$ cat config.mk
export PLATFORM = sky130hd
export DESIGN_NAME = wb_arbiter
export DESIGN_NICKNAME = d
export VERILOG_FILES = /design/src/rtl/wb_arbiter_pkg.sv /design/src/rtl/wb_fifo.sv /design/src/rtl/wb_arbiter.sv
export SDC_FILE = /design/constraint.sdc
export NUM_CORES = 1
export LEC_CHECK = 0
export ABC_AREA = 1
export ABC_CLOCK_PERIOD_IN_PS = 3200
export BUFFER_PORTS_ARGS = -buffer_cell sky130_fd_sc_hd__clkbuf_2
export CAP_MARGIN = 20
export CORE_MARGIN = 10
export CORE_UTILIZATION = 55
export DETAILED_ROUTE_END_ITERATION = 8
export HOLD_SLACK_MARGIN = 0.05
export PLACE_DENSITY = 0.77
export SLEW_MARGIN = 0
export SYNTH_ARGS = -nofsm -noshare
export SYNTH_HDL_FRONTEND = slang
export SYNTH_HIERARCHICAL = 1
export SYNTH_SLANG_ARGS = --single-unit
$ cat constraint.sdc
create_clock -name clk -period 3.2 [get_ports clk]
set_input_delay 0 -clock clk [delete_from_list [all_inputs] [get_ports clk]]
set_output_delay 0 -clock clk [all_outputs]
set_load 0.01 [all_outputs]
$ cat src/rtl/wb_arbiter_pkg.sv
// Shared writeback definitions: register address width, register count and entry layout.
// Entries are packed as {rd[REG_ADDR_W-1:0], data[XLEN-1:0]}.
package wb_arbiter_pkg;

    localparam int XLEN_DEFAULT = 32;
    localparam int REG_ADDR_W   = 5;
    localparam int NUM_REGS     = 32;

    // Width of one {rd, data} writeback entry for a given data width.
    function automatic int entry_w(input int xlen);
        return REG_ADDR_W + xlen;
    endfunction

endpackage

$ cat src/rtl/wb_fifo.sv
// Generic synchronous FIFO with a per-entry valid/tag view for hazard tracking.
// Latency: push visible at the head the cycle after the push edge.
// Backpressure: push is ignored while full, even with a same-cycle pop.
module wb_fifo #(
    parameter int WIDTH = 37,
    parameter int DEPTH = 4,
    parameter int RD_W  = 5
) (
    input  logic                  clk,
    input  logic                  reset,
    input  logic                  push,
    input  logic [WIDTH-1:0]      din,
    input  logic                  pop,
    output logic [WIDTH-1:0]      dout,
    output logic                  full,
    output logic                  empty,
    output logic [$clog2(DEPTH):0] count,
    output logic [DEPTH-1:0]      entry_vld,
    output logic [DEPTH*RD_W-1:0] entry_rd
);
    localparam int AW = $clog2(DEPTH);

    logic [WIDTH-1:0] mem [DEPTH];
    logic [AW-1:0]    wr_ptr;
    logic [AW-1:0]    rd_ptr;
    logic             do_push;
    logic             do_pop;

    assign full    = (count == (AW+1)'(DEPTH));
    assign empty   = (count == '0);
    assign do_push = push && !full;
    assign do_pop  = pop && !empty;
    assign dout    = mem[rd_ptr];

    always_ff @(posedge clk) begin
        if (reset) begin
            wr_ptr <= '0;
            rd_ptr <= '0;
            count  <= '0;
        end else begin
            if (do_push) wr_ptr <= wr_ptr + AW'(1);
            if (do_pop)  rd_ptr <= rd_ptr + AW'(1);
            count <= count + (AW+1)'(do_push) - (AW+1)'(do_pop);
        end
    end

    // Storage carries no reset; occupancy is tracked purely by the pointers.
    always_ff @(posedge clk) begin
        if (do_push) mem[wr_ptr] <= din;
    end

    // Slot i is live when its distance from the read pointer is below the count.
    always_comb begin
        entry_vld = '0;
        entry_rd  = '0;
        for (int i = 0; i < DEPTH; i++) begin
            logic [AW-1:0] offset;
            offset                    = AW'(i) - rd_ptr;
            entry_vld[i]              = ({1'b0, offset} < count);
            entry_rd[i*RD_W +: RD_W]  = mem[i][WIDTH-1 -: RD_W];
        end
    end

endmodule

$ cat src/rtl/wb_arbiter.sv
// Writeback arbiter merging ALU results (priority) and buffered loads into one regfile port.
// Latency: ALU 1 cycle, load >= 2 cycles; a waiting load is forced through after STARVE_LIMIT ALU grants.
// Backpressure: ld_ready drops when the load FIFO is full; alu_stall asks the ALU to hold off.
module wb_arbiter
    import wb_arbiter_pkg::*;
#(
    parameter int XLEN         = 32,
    parameter int DEPTH        = 4,
    parameter int STARVE_LIMIT = 4
) (
    input  logic            clk,
    input  logic            reset,
    input  logic            alu_valid,
    input  logic [4:0]      alu_rd,
    input  logic [XLEN-1:0] alu_data,
    input  logic            ld_valid,
    output logic            ld_ready,
    input  logic [4:0]      ld_rd,
    input  logic [XLEN-1:0] ld_data,
    output logic            alu_stall,
    output logic [4:0]      rd,
    output logic            we,
    output logic [XLEN-1:0] wdata,
    output logic [31:0]     pend_mask,
    output logic            err
);
    localparam int EW = entry_w(XLEN);
    localparam int AW = $clog2(DEPTH);
    localparam int CW = $clog2(STARVE_LIMIT + 1);

    logic [EW-1:0]               fifo_dout;
    logic                        fifo_full;
    logic                        fifo_empty;
    logic [AW:0]                 fifo_count;
    logic [DEPTH-1:0]            entry_vld;
    logic [DEPTH*REG_ADDR_W-1:0] entry_rd;
    logic [REG_ADDR_W-1:0]       head_rd;
    logic [XLEN-1:0]             head_data;
    logic                        grant_ld;
    logic                        grant_alu;
    logic                        from_ld;
    logic [CW-1:0]               starve_cnt;

    wb_fifo #(
        .WIDTH (EW),
        .DEPTH (DEPTH),
        .RD_W  (REG_ADDR_W)
    ) u_fifo (
        .clk       (clk),
        .reset     (reset),
        .push      (ld_valid),
        .din       ({ld_rd, ld_data}),
        .pop       (grant_ld),
        .dout      (fifo_dout),
        .full      (fifo_full),
        .empty     (fifo_empty),
        .count     (fifo_count),
        .entry_vld (entry_vld),
        .entry_rd  (entry_rd)
    );

    assign head_rd   = fifo_dout[EW-1 -: REG_ADDR_W];
    assign head_data = fifo_dout[XLEN-1:0];
    assign ld_ready  = !fifo_full;
    assign alu_stall = (starve_cnt == CW'(STARVE_LIMIT));

    // A stalled cycle always favours the load, even if the ALU ignores the stall.
    assign grant_ld  = !fifo_empty && (alu_stall || !alu_valid);
    assign grant_alu = alu_valid && !grant_ld;

    always_ff @(posedge clk) begin
        if (reset) begin
            we      <= 1'b0;
            rd      <= '0;
            wdata   <= '0;
            from_ld <= 1'b0;
        end else if (grant_ld) begin
            we      <= (head_rd != '0);
            rd      <= head_rd;
            wdata   <= head_data;
            from_ld <= 1'b1;
        end else if (grant_alu) begin
            we      <= (alu_rd != '0);
            rd      <= alu_rd;
            wdata   <= alu_data;
            from_ld <= 1'b0;
        end else begin
            we      <= 1'b0;
        end
    end

    always_ff @(posedge clk) begin
        if (reset) begin
            starve_cnt <= '0;
            err        <= 1'b0;
        end else begin
            if (grant_ld || fifo_count == '0)
                starve_cnt <= '0;
            else if (grant_alu && !alu_stall)
                starve_cnt <= starve_cnt + CW'(1);
            if (alu_valid && alu_stall)
                err <= 1'b1;
        end
    end

    always_comb begin
        pend_mask = '0;
        for (int i = 0; i < DEPTH; i++) begin
            if (entry_vld[i])
                pend_mask[entry_rd[i*REG_ADDR_W +: REG_ADDR_W]] = 1'b1;
        end
        if (we && from_ld)
            pend_mask[rd] = 1'b1;
        pend_mask[0] = 1'b0;
    end

endmodule

==> flow_summary_export.csv, run 1 <==
group,metric,value,unit
place,port-buffer-count,149,
sta,fin_setup_tns,0,ns
global_route,global_route_usage_sum,24.4,%
logic_synthesis,async_reset_ff_share,0,%
floorplan,rows,49,
setup_path,crit_path_frequent_cell,"o21ai_0",
logic_synthesis,ys.warnings.count,6,
cts,cts_made_buffers,17,
drt,via_count,9111,
logic_synthesis,synth_fp_nets,1279,
cts,clk_path_buf_depth,2,
logic_synthesis,synth_top_flop_cell,"edfxtp_1",
logic_synthesis,synth_top_area_share,43.5,%
setup_path,end_kind,"output pin",
global_route,antenna_violations_before_repair,1,
sta,rsz0062_at_grt,"no",
global_route,wire_length_of_the_first_global_routing_pass,47100,um
global_route,grt.overflow.total,0,
setup_path,crit_path_cell_trace,"inv_1, ha_1, a21oi_1, o21ai_0, buf_4, nand3_1, o21ai_0, nor2_1, nand2_1, clkbuf_2",
floorplan,dieArea,24400,um2
sta,period_share,86.7,%
setup_path,critical_path.slowest_cell,"dfxtp_1",
global_route,maximum_number_of_pins_on_one_net_before_global_route_repair,76,
power_and_ir_drop,design_power_total,0.00884,W
drt,routed_wire_length_per_instance,18.7,um
place,place.gp.congestion,0.948,
flow_run,cap_viol_max_count,0,
sta,clock.fmax,360,MHz
cts,clock-sinks,200,
drt,drtPass1Iterations,5,
cts,cts_hold_buffers,79,
logic_synthesis,yosys_register_bits,200,
cts,clk_transition_reported_paths,0.07,ns
drt,wirelength,30200,um
setup_path,path_class,"reg -> out",
cts,insertion_delay,0.44,ns
cts,post_cts_resized,0,
drt,drt-initial-drc-count,987,
setup_path,slowest_delay,0.45,ns
floorplan,floorplan.io_pins,151,
sta,final-hold-violation-count,0,
cells_and_area,num-nets-final,1464,
floorplan,die_y,156,um
logic_synthesis,synth_edf_count,148,
drt,drcViolationCount,0,
cts,cts_tree,"built",
logic_synthesis,cell_area_after_synthesis,10200,um2
setup_path,critPathMaxFanout,8,
power_and_ir_drop,powerDensity,721,nW/um2
drt,dr.max_layer_used,"met4",
drt,met1Wirelength,12900,um
sta,post-route-min-period,2.78,ns
sta,clock-skew-final,0.0115,ns
cts,htreeDepth,4,
setup_path,startpoint_type,"flop",
cells_and_area,layout-drive-gt1-share,15.7,%
sta,slew_viol_final,0,
drt,wl_met3,2690,um
sta,max-slew-margin-rel,34.4,%
drt,vias_per_cell,5.64,
cts,post-cts-setup-buffer-count,0,
drt,met2WireLength,14100,um
logic_synthesis,synth_largest_area_cell,"edfxtp_1",
logic_synthesis,syn_area_per_cell,8.60,um2
setup_path,data_required_time_of_the_worst_path,3.20,ns
cells_and_area,area_growth_syn_to_layout,20.1,%
worst_hold_path,hold_class,"in -> reg",
logic_synthesis,synth_seq_area_share,53.7,%
floorplan,die_x,156,um
logic_synthesis,synthDistinctLibCells,37,
cts,cts_root_buf,"clkbuf_16",
global_route,vias_in_the_first_global_route,8630,
logic_synthesis,synth_area_leaders,"edfxtp_1, nor2_1, dfxtp_1",
run_status,run_status,"complete, no violations",
power_and_ir_drop,static-leakage-power,5.16,nW
sta,worstMarginPinSlew,0.983,ns
logic_synthesis,synth_cells,1188,
power_and_ir_drop,irDropWorstVdd,0.586,mV
drt,postRouteAntennaNets,0,
sta,finalSetupViolations,0,
floorplan,initial_utilization,56.3,%
place,dp.final_hpwl,20100,um
floorplan,placeableCoreArea,18100,um2
setup_path,cp.arrival,2.78,ns
==> sequential cells by signal, summed over array words and instances, names as in the netlist, named ones only <==
name / count
wdata: 32
we: 1
u_fifo/count: 3
err: 1
u_fifo/rd_ptr: 2
rd: 5
starve_cnt: 3
u_fifo/mem: 148
from_ld: 1
u_fifo/wr_ptr: 2
==> stage by stage <==
step	area, um2	utilization [%]	setup slack (ns)	hold slack [ns]	std cells
after global placement	10900	60.0	0.850	0.218	1504
after CTS	12300	67.6	0.468	0.295	1615
after global routing	12300	67.6	0.356	0.311	1616
after floorplan	10200	-	0.444	0.0667	1188
after detailed placement	10900	60.0	0.761	0.224	1504
final	12300	67.6	0.425	0.308	1616
==> cells by family (layout without fill, tap and decap cells) <==
group | Yosys count | in the layout | share of synthesized area [%]
buf+inv | 161 | 359 | 8.53
simple gates | 602 | 602 | 24.2
fa+ha+maj | 13 | 13 | 1.67
other cells | 1 | 2 | 0.0367
compound gates | 209 | 209 | 11.6
flops | 200 | 200 | 53.7
xor+xnor | 2 | 2 | 0.245
==> final timing paths <==
| kind | startpoint | end | slack, ns | cells after the start |
|---|---|---|---|---|
| max | u_fifo/count[1] | pend_mask[27] | 0.42 | 10 |
| min | ld_data[17] | u_fifo/mem[1][17] | 0.31 | 2 |
| max reg2reg | u_fifo/count[1] | u_fifo/count[2] | 0.67 | 17 |
| min reg2reg | err | err | 0.51 | 1 |
==> Yosys cell counts (18+ instances only) <==
cell,number
a21boi_0,18
buf_4,28
dfxtp_1,52
edfxtp_1,148
inv_1,81
nand2_1,122
nand3_1,122
nor2_1,343
o21ai_0,89
o21ai_1,30
o22ai_1,37
==> routing by layer <==
layer | global-route usage [%] | vias to the layer above
met2 | 38.4 | 469
met1 | 33.3 | 4255
met5 | 0 | -
met3 | 5.35 | 41
li1 | - | 4346
met4 | 6.88 | 0
==> report_power, final <==
group	internal (W)	switching [W]	total, W
registers	0.00322	0.000274	0.00349
logic	0.00104	0.00219	0.00323
clock network	0.00111	0.00101	0.00212
total	0.00536	0.00348	0.00884
==> layout by cell type, fill, tap and decap left out, types with 3 or more instances in the layout <==
cell type	n
a21oi_1	16
clkbuf_2	149
ha_1	12
or2_2	4
inv_2	4
inv_6	4
clkinv_2	3
a21boi_0	18
o21ai_0	89
buf_4	9
dfxtp_1	51
inv_8	3
edfxtp_1	148
o22ai_1	37
inv_1	81
a21boi_1	16
nand2_1	122
dlygate4sd3_1	79
o21ai_1	30
nand3_1	122
nor2_4	4
clkbuf_16	17
buf_12	5
nor2_1	339
==> critical path: cells and delay by family (launching register included) <==
family	cells	cell delay, ns
and+or+nand+nor	3	0.50
DFF	1	0.45
AOI/OAI and AO/OA	3	0.59
adders and majority gates	1	0.32
buffers and inverters	3	0.48
==> layout make-up <==
| cell class | instances | area [um2] |
|---|---|---|
| multi-input cells | 827 | 3890 |
| well taps | 229 | 287 |
| fillers | 1442 | 5870 |
| clock buffers | 18 | 429 |
| clock inverters | 14 | 154 |
| inverters | 85 | 319 |
| repair buffers | 242 | 1700 |
| flip-flops and latches | 200 | 5490 |
| diodes | 1 | 2.50 |
Power figures use the tool's default switching activity.
==> inputs of run 2 (changes only) <==
--- a/config.mk
+++ b/config.mk
@@ -14,6 +14,7 @@
 export DETAILED_ROUTE_END_ITERATION = 8
 export HOLD_SLACK_MARGIN = 0.05
 export PLACE_DENSITY = 0.77
+export RECOVER_POWER = 50
 export SLEW_MARGIN = 0
 export SYNTH_ARGS = -nofsm -noshare
 export SYNTH_HDL_FRONTEND = slang
==> run 2 against run 1 <==
  * Via count down 0.49%
  * Die area did not move
  * Combinational power is 2% lower
  * Critical path depth stayed put
  * Clock power hardly changed
  * Utilization shrank 0.61 points
  * Maximum frequency is 0.71% lower
  * Critical path type unchanged
==> flow_summary_export.csv, run 2 (same netlist as run 1, synthesis figures left out) <==
group,metric,value,unit
floorplan,initial_utilization,56.3,%
cts,htreeDepth,4,
floorplan,floorplan.io_pins,151,
cts,cts_tree,"built",
global_route,maximum_number_of_pins_on_one_net_before_global_route_repair,76,
power_and_ir_drop,sequential_fraction_of_design_power,39.8,%
sta,period_share,87.3,%
sta,worstMarginPinSlew,1.39,ns
worst_hold_path,min_delay_worst_endpoint,"u_fifo/mem[1][22]",
setup_path,regToRegStartpoint,"u_fifo/count[1]",
cts,insertion_delay,0.44,ns
power_and_ir_drop,irDropWorstVdd,0.585,mV
power_and_ir_drop,sw_share,39.6,%
cells_and_area,area_growth_syn_to_layout,19.0,%
sta,post-route-min-period,2.79,ns
cells_and_area,largest_register_ffs,148,
floorplan,die_x,156,um
place,place.gp.congestion,0.948,
cts,clk_path_buf_depth,2,
sta,max-slew-margin-rel,7.13,%
cells_and_area,num-nets-final,1464,
floorplan,dieArea,24400,um2
sta,slew_viol_final,0,
cells_and_area,layout.cell_area.non_filler,12200,um2
setup_path,path_class,"reg -> out",
setup_path,data_required_time_of_the_worst_path,3.20,ns
place,pre_cts_ws,0.761,ns
floorplan,die_y,156,um
sta,fin_setup_tns,0,ns
drt,met2WireLength,14300,um
flow_run,cap_viol_max_count,0,
sta,clock.fmax,358,MHz
setup_path,r2r_slack,0.47,ns
cts,clock-sinks,200,
cts,clk_transition_reported_paths,0.07,ns
power_and_ir_drop,internal_power,0.00531,W
global_route,global_route_usage_sum,24.4,%
cells_and_area,layout-drive-gt1-share,9.88,%
cells_and_area,top_register,"u_fifo/mem",
sta,final-hold-violation-count,0,
cells_and_area,layout_common_cells,"nor2_1, edfxtp_1, nand2_1",
global_route,grt.overflow.total,0,
sta,rsz0062_at_grt,"no",
setup_path,critPathMaxFanout,8,
cells_and_area,sequential_cell_area,5490,um2
drt,drt-initial-drc-count,979,
power_and_ir_drop,powerDensity,723,nW/um2
drt,wl_met3,2520,um
place,dpl-instance-area,10900,um2
power_and_ir_drop,static-leakage-power,4.92,nW
worst_hold_path,hold-path-cell-count,2,
cts,post-cts-setup-buffer-count,0,
power_and_ir_drop,power.switching,0.00348,W
cells_and_area,registers_with_the_most_flip_flops,"u_fifo/mem x148, wdata x32, rd x5",
drt,drcViolationCount,0,
setup_path,launching_instance_or_port_of_the_critical_path,"u_fifo/count[1]",
setup_path,cp.arrival,2.79,ns
drt,dr.max_layer_used,"met4",
floorplan,rows,49,
drt,drtPass1Iterations,5,
drt,wirelength,30400,um
place,port-buffer-count,149,
cells_and_area,final_common_cell,"nor2_1",
drt,routed_wire_length_per_instance,18.8,um
place,dp.final_hpwl,20100,um
setup_path,worst_r2r_path_depth,5,
cells_and_area,multi_input_comb_area,3880,um2
setup_path,r2r_end,"u_fifo/mem[2][11]",
drt,vias_per_cell,5.61,
global_route,antenna_violations_before_repair,1,
drt,via_count,9066,
setup_path,startpoint_type,"flop",
power_and_ir_drop,power.combinational.fraction,36.1,%
global_route,vias_in_the_first_global_route,8630,
drt,met1Wirelength,13100,um
run_status,run_status,"complete, no violations",
drt,postRouteAntennaNets,0,
sta,timing.final.ws_setup,0.405,ns
floorplan,placeableCoreArea,18100,um2
cts,cts_made_buffers,17,
worst_hold_path,hold_class,"in -> reg",
sta,finalSetupViolations,0,
power_and_ir_drop,clock_power_share,24.1,%
setup_path,end_kind,"output pin",
cells_and_area,fill_cells,1487,
sta,clock-skew-final,0.0109,ns
worst_hold_path,worstHoldStart,"ld_data[22]",
cts,cts_root_buf,"clkbuf_16",
global_route,wire_length_of_the_first_global_routing_pass,47100,um
run 2: worst max path at each step:
stage / to / cells after the start
after floorplan: u_fifo/mem[0][0] / 4
after global placement: u_fifo/count[2] / 17
after detailed placement: u_fifo/count[2] / 17
after CTS: pend_mask[27] / 10
after global routing: u_fifo/mem[2][11] / 5
final: pend_mask[27] / 10
run 2: power groups by stage:
stage / combinational (W) / clock (W) / sequential, W
2_1_floorplan: 0.00209 / 0 / 0.00356
3_3_place_gp: 0.00302 / 0 / 0.00352
3_5_place_dp: 0.00308 / 0 / 0.00354
4_1_cts: 0.00318 / 0.00215 / 0.00348
5_1_grt: 0.00352 / 0.00226 / 0.00354
6_report: 0.00318 / 0.00212 / 0.00350
run 2: per-layer routing:
| metal | track usage [%] | up-vias |
|---|---|---|
| met1 | 33.3 | 4260 |
| met4 | 6.88 | 0 |
| met5 | 0 | - |
| met2 | 38.4 | 425 |
| met3 | 5.35 | 40 |
| li1 | - | 4341 |
run 2: timing repair:
action	CTS	global route
resized for setup	0	0
endpoints found under the hold margin	200	0
hold buffers	79	0
run 2: through the flow:
step,hold slack [ns],power (W),utilization [%],instances
after floorplan,0.0667,0.00564,-,1188
after global placement,0.218,0.00653,60.0,1504
after detailed placement,0.224,0.00661,60.0,1504
after CTS,0.295,0.00882,67.6,1615
after global routing,0.360,0.00932,67.0,1616
final,0.349,0.00879,67.0,1616
run 2: layout make-up:
| type | count | share of cell area, % |
|---|---|---|
| Tap cell | 229 | 2.36 |
| Sequential cell | 200 | 45.1 |
| Timing Repair Buffer | 242 | 13.2 |
| Inverter | 85 | 2.62 |
| Antenna cell | 1 | 0.0206 |
| Clock buffer | 18 | 3.53 |
| Clock inverter | 14 | 1.27 |
| Multi-Input combinational cell | 827 | 31.9 |
run 2: critical path, stage by stage, from the launching register on:
cell	delay [ns]
dfxtp_1	0.45
inv_1	0.14
ha_1	0.33
a21oi_1	0.05
o21ai_0	0.24
buf_4	0.19
nand3_1	0.33
o21ai_0	0.30
nor2_1	0.08
nand2_1	0.10
clkbuf_2	0.16
==> inputs of run 3 (changes only) <==
--- a/config.mk
+++ b/config.mk
@@ -5,7 +5,7 @@
 export SDC_FILE = /design/constraint.sdc
 export NUM_CORES = 1
 export LEC_CHECK = 0
-export ABC_AREA = 1
+export ABC_AREA = 0
 export ABC_CLOCK_PERIOD_IN_PS = 3200
 export BUFFER_PORTS_ARGS = -buffer_cell sky130_fd_sc_hd__clkbuf_2
 export CAP_MARGIN = 20
@@ -13,7 +13,7 @@
 export CORE_UTILIZATION = 55
 export DETAILED_ROUTE_END_ITERATION = 8
 export HOLD_SLACK_MARGIN = 0.05
-export PLACE_DENSITY = 0.77
+export PLACE_DENSITY = 0.78
 export RECOVER_POWER = 50
 export SLEW_MARGIN = 0
 export SYNTH_ARGS = -nofsm -noshare
==> run 3 against run 2 <==
  * Synthesized cell count down 37%
  * Worst setup slack better by 0.031 ns
  * Routed wire length down 15%
  * Sequential cell count unchanged
  * Clock-buffer cell count up 4
  * Cell count down 27%
  * Area after synthesis down 5.2%
  * Non-clock buffer count down 4
  * Sequential share of layout area up 1.8 points
  * Hold slack better by 0.022 ns
  * Sequential power about the same
  * First-iteration DRC count down 32%
  * Highest routed layer unchanged
==> flow_summary_export.csv, run 3 <==
group,metric,value,unit
power_and_ir_drop,sequential_fraction_of_design_power,43.1,%
logic_synthesis,synth_area_leaders,"edfxtp_1, dfxtp_1, mux4_2",
setup_path,critPathTopFamily,"simple AND/OR/NAND/NOR gates",
global_route,maximum_number_of_pins_on_one_net_before_global_route_repair,51,
setup_path,launching_instance_or_port_of_the_critical_path,"u_fifo/count[1]",
setup_path,r2r_end,"wdata[6]",
power_and_ir_drop,clock_power_share,26.3,%
logic_synthesis,cell_area_after_synthesis,9690,um2
setup_path,regToRegStartpoint,"u_fifo/count[2]",
cts,cts_root_buf,"clkbuf_16",
logic_synthesis,synth_largest_area_cell,"edfxtp_1",
setup_path,worst_r2r_path_depth,6,
logic_synthesis,ys.warnings.count,6,
sta,rsz0062_at_grt,"no",
setup_path,critical_path.slowest_cell,"or4_1",
logic_synthesis,yosys.cell_count.top_type,"edfxtp_1",
cts,post-cts-setup-buffer-count,0,
power_and_ir_drop,static-leakage-power,4.04,nW
sta,fin_setup_tns,0,ns
floorplan,rows,48,
logic_synthesis,async_reset_ff_share,0,%
drt,via_count,7267,
floorplan,die_y,153,um
power_and_ir_drop,powerDensity,692,nW/um2
sta,period_share,86.4,%
drt,drt-initial-drc-count,661,
cts,cts_made_buffers,17,
cells_and_area,layout_common_cells,"edfxtp_1, clkbuf_1, dlygate4sd3_1",
power_and_ir_drop,design_power_total,0.00810,W
sta,max-slew-margin-rel,17.6,%
logic_synthesis,syn_area_per_cell,13.0,um2
worst_hold_path,worstHoldStart,"ld_data[12]",
cells_and_area,fill_cells,1232,
global_route,vias_in_the_first_global_route,7306,
logic_synthesis,synth_edf_count,148,
setup_path,cp.arrival,2.76,ns
setup_path,startpoint_type,"flop",
worst_hold_path,hold-path-cell-count,2,
logic_synthesis,synth_top_flop_cell,"edfxtp_1",
global_route,antenna_violations_before_repair,1,
cells_and_area,largest_register_ffs,148,
global_route,wire_length_of_the_first_global_routing_pass,41000,um
power_and_ir_drop,power.combinational.fraction,30.7,%
cells_and_area,top_register,"u_fifo/mem",
drt,postRouteAntennaNets,0,
logic_synthesis,synth_fp_nets,834,
setup_path,crit_buf_inv,2,
place,dp.final_hpwl,16700,um
run_status,run_status,"complete, no violations",
drt,routed_wire_length_per_instance,22.1,um
global_route,global_route_usage_sum,21.8,%
drt,vias_per_cell,6.20,
setup_path,critPathMaxFanout,8,
cells_and_area,final_common_cell,"edfxtp_1",
floorplan,placeableCoreArea,17300,um2
worst_hold_path,hold_class,"in -> reg",
cells_and_area,num-nets-final,1025,
logic_synthesis,yosys_register_bits,200,
cells_and_area,area_growth_syn_to_layout,20.7,%
worst_hold_path,min_delay_worst_endpoint,"u_fifo/mem[2][12]",
drt,wirelength,25900,um
logic_synthesis,synthDistinctLibCells,54,
drt,drcViolationCount,0,
power_and_ir_drop,irDropWorstVdd,0.501,mV
floorplan,floorplan.io_pins,151,
cells_and_area,layout-drive-gt1-share,18.8,%
logic_synthesis,synth_cells,743,
cts,htreeDepth,4,
cells_and_area,registers_with_the_most_flip_flops,"u_fifo/mem x148, wdata x32, rd x5",
sta,finalSetupViolations,0,
sta,final-hold-violation-count,0,
cts,clk_transition_reported_paths,0.07,ns
setup_path,path_class,"reg -> out",
cts,clock-sinks,200,
floorplan,die_x,153,um
logic_synthesis,synth_seq_area_share,56.6,%
sta,clock-skew-final,0.0139,ns
flow_run,cap_viol_max_count,0,
sta,post-route-min-period,2.76,ns
place,place.gp.congestion,0.926,
logic_synthesis,synth.top_cells.by_count,"edfxtp_1, nor2_1, dfxtp_1, nor3_1, o21bai_1",
floorplan,dieArea,23300,um2
power_and_ir_drop,sw_share,33.4,%
floorplan,initial_utilization,56.0,%
drt,drtPass1Iterations,7,
setup_path,end_kind,"output pin",
logic_synthesis,synth_top_area_share,45.9,%
sta,clock.fmax,362,MHz
sta,slew_viol_final,0,
place,port-buffer-count,149,
cts,clk_path_buf_depth,2,
global_route,grt.overflow.total,0,
sta,worstMarginPinSlew,1.24,ns
cts,insertion_delay,0.43,ns
setup_path,slowest_delay,0.56,ns
power_and_ir_drop,internal_power,0.00540,W
setup_path,r2r_slack,0.48,ns
power_and_ir_drop,power.switching,0.00270,W
cts,cts_tree,"built",
setup_path,crit_path_cell_trace,"inv_1, ha_1, a21oi_1, or2_2, nand4b_1, nor3_1, or4_1, clkbuf_2",
setup_path,data_required_time_of_the_worst_path,3.20,ns
run 3: area by class of cell:
cell class                 instances  area [um2]  area share [%]
antenna                            1        2.50          0.0214
inverter                          16        60.1           0.513
clock inverter                    10         145            1.24
clock buffer                      22         444            3.80
sequential                       200        5490            46.9
tap                              225         282            2.41
multi-input combinational        461        3710            31.8
timing repair buffer             238        1560            13.4
run 3: per-layer routing:
metal / vias up / GRT usage [%] / routed length (um)
li1: 3296 / - / -
met5: - / 0 / 0
met4: 0 / 6.09 / 296
met2: 357 / 36.3 / 13100
met3: 29 / 5.62 / 1850
met1: 3585 / 27.3 / 10600
run 3: cell families (layout without fill, tap and decap cells):
family,Yosys count,in the layout,synth area share (%)
flip-flops,200,200,56.6
other,1,2,0.0387
multiplexers,38,38,8.90
buffers and inverters,82,286,5.23
adder cells (fa/ha/maj),13,13,1.76
AND/OR/NAND/NOR,246,246,14.8
AO/OA/AOI/OAI,160,160,12.4
XOR/XNOR,3,3,0.271
run 3: through the flow:
stage	hold WS [ns]	cells	cell area (um2)	util, %	setup slack, ns
after floorplan	0.0989	743	9690	-	0.410
after global placement	0.219	1064	10500	60.5	0.621
after detailed placement	0.223	1064	10500	60.5	0.531
after CTS	0.298	1172	11800	68.3	0.165
after global routing	0.372	1173	11700	67.6	0.188
final	0.371	1173	11700	67.6	0.436
run 3: how the worst max path moves through the flow:
stage | to | cells after the start | slack [ns]
2_1_floorplan | u_fifo/count[2] | 17 | 0.41
3_3_place_gp | u_fifo/count[2] | 15 | 0.62
3_5_place_dp | u_fifo/count[2] | 15 | 0.53
4_1_cts | pend_mask[2] | 8 | 0.17
5_1_grt | wdata[0] | 6 | 0.19
6_report | pend_mask[20] | 8 | 0.44
run 3: power groups by stage:
stage | combinational, W | clock, W | sequential [W]
floorplan | 0.00177 | 0 | 0.00345
global placement | 0.00241 | 0 | 0.00353
detailed placement | 0.00244 | 0 | 0.00354
CTS | 0.00253 | 0.00216 | 0.00349
global route | 0.00270 | 0.00228 | 0.00353
finish | 0.00248 | 0.00213 | 0.00349
run 3: what timing repair did:
action,in CTS,in global routing
hold endpoints to repair,191,0
setup endpoints to repair,0,3
gates resized for setup,0,2
hold buffers,76,0
